===== src/rtl/subtractor_16_bit_serial_pkg.sv =====
// Shared definitions for the bit-serial 16-bit subtractor: default width and FSM encodings.
package subtractor_16_bit_serial_pkg;

  localparam int WIDTH_DEF = 16;

  typedef enum logic [1:0] {
    IDLE = 2'd0,
    RUN  = 2'd1,
    DONE = 2'd2
  } state_e;

endpackage


===== src/rtl/subtractor_16_bit_serial_full_subtractor.sv =====
// One-bit combinational full subtractor: D = A - B - Bin with borrow out.
module full_subtractor (
  input  logic A,
  input  logic B,
  input  logic Bin,
  output logic D,
  output logic Bout
);

  assign D    = A ^ B ^ Bin;
  assign Bout = (~A & B) | (~(A ^ B) & Bin);

endmodule


===== src/rtl/subtractor_16_bit_serial.sv =====
// Bit-serial subtractor: one full_subtractor reused LSB-first over WIDTH cycles,
// results (D, Bout, Bout_1, V) loaded together on the final bit.
module subtractor_16_bit_serial
  import subtractor_16_bit_serial_pkg::*;
#(
  parameter int WIDTH = WIDTH_DEF
) (
  input  logic             clk,
  input  logic             rst,
  input  logic             start,
  input  logic [WIDTH-1:0] A,
  input  logic [WIDTH-1:0] B,
  input  logic             Bin,
  output logic             busy,
  output logic             done,
  output logic [WIDTH-1:0] D,
  output logic             Bout,
  output logic             Bout_1,
  output logic             V
);

  localparam int CNT_W = $clog2(WIDTH);

  state_e           state_q, state_d;
  logic [WIDTH-1:0] a_q, a_d, b_q, b_d, r_q, r_d, dout_q, dout_d;
  logic [CNT_W-1:0] cnt_q, cnt_d;
  logic             brw_q, brw_d, b1_q, b1_d;
  logic             bout_q, bout_d, bout1_q, bout1_d, v_q, v_d;
  logic             fs_d, fs_bout;

  full_subtractor u_fs (
    .A   (a_q[0]),
    .B   (b_q[0]),
    .Bin (brw_q),
    .D   (fs_d),
    .Bout(fs_bout)
  );

  always_comb begin
    state_d = state_q;
    a_d     = a_q;
    b_d     = b_q;
    r_d     = r_q;
    cnt_d   = cnt_q;
    brw_d   = brw_q;
    b1_d    = b1_q;
    dout_d  = dout_q;
    bout_d  = bout_q;
    bout1_d = bout1_q;
    v_d     = v_q;
    case (state_q)
      IDLE, DONE: begin
        if (start) begin
          a_d     = A;
          b_d     = B;
          brw_d   = Bin;
          cnt_d   = '0;
          state_d = RUN;
        end else begin
          state_d = IDLE;
        end
      end
      RUN: begin
        a_d   = {1'b0, a_q[WIDTH-1:1]};
        b_d   = {1'b0, b_q[WIDTH-1:1]};
        r_d   = {fs_d, r_q[WIDTH-1:1]};
        brw_d = fs_bout;
        cnt_d = cnt_q + 1'b1;
        if (cnt_q == CNT_W'(WIDTH - 2)) b1_d = fs_bout;
        // Final bit: the last difference bit is merged straight into D.
        if (cnt_q == CNT_W'(WIDTH - 1)) begin
          state_d = DONE;
          dout_d  = {fs_d, r_q[WIDTH-1:1]};
          bout_d  = fs_bout;
          bout1_d = b1_q;
          v_d     = fs_bout ^ b1_q;
        end
      end
      default: state_d = IDLE;
    endcase
  end

  always_ff @(posedge clk) begin
    if (rst) begin
      state_q <= IDLE;
      a_q     <= '0;
      b_q     <= '0;
      r_q     <= '0;
      cnt_q   <= '0;
      brw_q   <= 1'b0;
      b1_q    <= 1'b0;
      dout_q  <= '0;
      bout_q  <= 1'b0;
      bout1_q <= 1'b0;
      v_q     <= 1'b0;
    end else begin
      state_q <= state_d;
      a_q     <= a_d;
      b_q     <= b_d;
      r_q     <= r_d;
      cnt_q   <= cnt_d;
      brw_q   <= brw_d;
      b1_q    <= b1_d;
      dout_q  <= dout_d;
      bout_q  <= bout_d;
      bout1_q <= bout1_d;
      v_q     <= v_d;
    end
  end

  assign busy   = (state_q == RUN);
  assign done   = (state_q == DONE);
  assign D      = dout_q;
  assign Bout   = bout_q;
  assign Bout_1 = bout1_q;
  assign V      = v_q;

endmodule


===== config.mk =====
export PLATFORM = sky130hd
export DESIGN_NAME = subtractor_16_bit_serial
export DESIGN_NICKNAME = d
export VERILOG_FILES = /design/src/rtl/subtractor_16_bit_serial_pkg.sv /design/src/rtl/subtractor_16_bit_serial_full_subtractor.sv /design/src/rtl/subtractor_16_bit_serial.sv
export SDC_FILE = /design/constraint.sdc
export NUM_CORES = 1
export LEC_CHECK = 0
export ABC_AREA = 1
export CORE_MARGIN = 2
export CORE_UTILIZATION = 37
export DETAILED_ROUTE_END_ITERATION = 6
export HOLD_SLACK_MARGIN = 0.15
export RECOVER_POWER = 25
export SYNTH_ARGS = -nofsm -noshare
export SYNTH_HDL_FRONTEND = slang
export SYNTH_SLANG_ARGS = --single-unit

===== constraint.sdc =====
create_clock -name clk -period 3.48 [get_ports clk]
set_input_delay 0.522 -clock clk [delete_from_list [all_inputs] [get_ports clk]]
set_output_delay 0.522 -clock clk [all_outputs]
set_load 0.03 [all_outputs]

==> reports/results.ini <==
[placement]
gp_congestion = 0.7535
dpl.cell_count = 577
dp_hpwl_mm = 4.553
port_buffers = 56

[synthesis]
synthTopCellsByArea = dfxtp_1 44%, nand3_1 12%, nand2_1 9.7%, a21oi_1 7.9%, inv_1 6.3%
syn-cell-area_sq_mm = 0.003351
synth-edff-count = 0
synth_seq_area_share_pct = 44.21
yosysWarnings = 0
synth_top_area_share_pct = 44.21
synth_cell_types = 24
syn_nets = 476
synth_top_cells_by_count = 87 x nand2_1, 77 x nand3_1, 74 x dfxtp_1, 56 x inv_1, 53 x a21oi_1
yosys_register_bits = 74
yosysMostFrequentCell = nand2_1
syn_avg_cell_area_sq_um = 7.668
async_reset_ff_share_pct = 0
synth-main-ff-cell = dfxtp_1
synth_top_cell_by_area = dfxtp_1
synthCells = 437

[global_routing]
grt_antenna_before_repair = 0
gr-usage-all-layers_pct = 15.06
grt_pass1_wl_mm = 12.28
grt_pass1_vias = 2709
overflow = 0
grt_max_degree = 64

[final_layout]
nets = 519
nFillCells = 914
antennaDiodeCount = 0
final-instance-count-excl-fill = 593
drive_gt1_share_pct = 8.041
syn2layout_area_growth_pct = 20.91

[power]
p_leak_nw = 1.648
ir_drop_uv = 226.7
finalPower_mw = 1.959
p_per_area_mw_per_mm2 = 483.6

[route]
drt_iter0_drc = 133
first_pass_iters = 4
via_per_inst = 4.840
vias = 2870
ant_nets = 0
drc = 0
wl_per_cell_um = 11.85
wirelength_mm = 7.029

[setup_path]
worstPathArrival_ns = 2.90
crit_type = in2reg
worstPathRequired_ns = 3.68
critPathMaxFanout = 33
cp-end-kind = flop
r2r_slack_ns = 1.06
startpoint_type = primary input

[floorplanning]
rows = 34
die_h_um = 99.16
core-area_sq_mm = 0.008763
die_w_um = 99.16
die_area_sq_mm = 0.009833
pin_count = 57
initial_core_util_pct = 38.24

[cts]
htreeDepth = 3
worstSkewPairLatency_ns = 0.34
clock_sinks = 74
numCtsBuffers = 9
path_clk_slew_ns = 0.09
post_cts_buffers = 0
cts_root_buffer = clkbuf_8
post_cts_resize_count = 0
ctsHoldBuffers = 0
cts_buffer_depth = 2
tritoncts = built

[sta]
fmax_ghz = 0.3713
fin_crit_ns = 2.693
clock_skew_ns = 0.01320
hold_viol = 0
rsz0062_at_grt = no
drv_slew = 0
setup_viol = 0
fin_crit_sh_pct = 77.40
maxSlewHeadroom_pct = 19.01
fin_tns_setup_ns = 0
worstMarginPinSlew_ns = 1.212

[min_path]
hp-class = reg2reg

[run]
max-cap-violations = 0

[status]
status = complete, no violations

-- layout by cell type (no fill, tap or decap) --
cell type	netlist	final
clkdlybuf4s50_1	0	54
a21oi_1	53	53
or2_2	1	1
nand2_4	3	3
buf_4	3	3
inv_4	2	2
clkbuf_8	0	9
o21ai_2	10	10
inv_1	56	56
clkbuf_1	4	1
dfxtp_1	74	74
dlygate4sd3_1	0	2
nand4_1	1	1
nor2_1	14	14
inv_6	0	1
nand3_1	77	77
nand2_1	87	88
nor2_8	1	1
clkinv_4	0	3
inv_2	1	1
fa_1	1	1
nor2_4	2	2
bufinv_16	0	3
a211oi_1	1	1
o21ai_0	22	22
ha_1	2	2
-- stage by stage --
stage | worst slack (ns) | utilization (%) | area [sq um] | hold WS, ns
floorplan | 2.018 | - | 3351 | 0.4358
global route | 0.6227 | 46.23 | 4051 | 0.4950
CTS | 0.9340 | 46.46 | 4071 | 0.4682
detailed placement | 1.216 | 43.62 | 3822 | 0.4573
finish | 0.7866 | 46.23 | 4051 | 0.4680
global placement | 1.269 | 43.62 | 3822 | 0.4530
-- final timing paths --
path	from	to	cells past startpoint
max	start	cnt_q[1]$_SDFFE_PP0P_	6
min	Bout_1$_SDFFE_PP0P_	Bout_1$_SDFFE_PP0P_	2
max reg2reg	state_q[0]$_SDFFE_PP0P_	cnt_q[1]$_SDFFE_PP0P_	6
min reg2reg	Bout_1$_SDFFE_PP0P_	Bout_1$_SDFFE_PP0P_	2
-- worst max-delay path, cell delays in order --
cell	delay, ns
dlygate4sd3_1	0.87
nand2_1	0.85
nand2_1	0.39
inv_1	0.12
nand2_1	0.07
a21oi_1	0.05
-- report_power, final --
group	leakage, nW	internal (mW)	switching, mW
registers	0.605	0.891	0.0246
logic	0.920	0.0903	0.132
clock network	0.124	0.482	0.339
total	1.65	1.46	0.496
-- registers in the layout, indices dropped and copies added (netlist names) --
register / flops
b_q: 16
cnt_q: 4
brw_q: 1
V: 1
Bout: 1
r_q: 15
Bout_1: 1
a_q: 16
state_q: 2
b1_q: 1
D: 16
-- final cells by class --
class	count	area, sq um	area share, %
well taps	108	135.1	3.335
repair buffers	60	586.8	14.48
inverters	59	226.5	5.590
flip-flops and latches	74	1481	36.57
multi-input cells	276	1373	33.88
clock buffers	9	123.9	3.057
clock inverters	7	125.1	3.088
-- cell families after synthesis --
kind of cell	synth area share, %
fa+ha+maj	1.344
simple gates	26.06
flops	44.21
compound gates	14.04
buf+inv	14.34
-- per-layer routing --
layer | GRT usage, % | part of all wire [%] | vias to the layer above | wire (um)
met3 | 4.638 | 5.0 | 4 | 348
li1 | - | - | 1490 | -
met1 | 18.84 | 48 | 1311 | 3344
met4 | 2.529 | 0.51 | 0 | 36
met5 | 0 | 0 | - | 0
met2 | 25.99 | 47 | 65 | 3300
(Power assumes the default switching activity.)
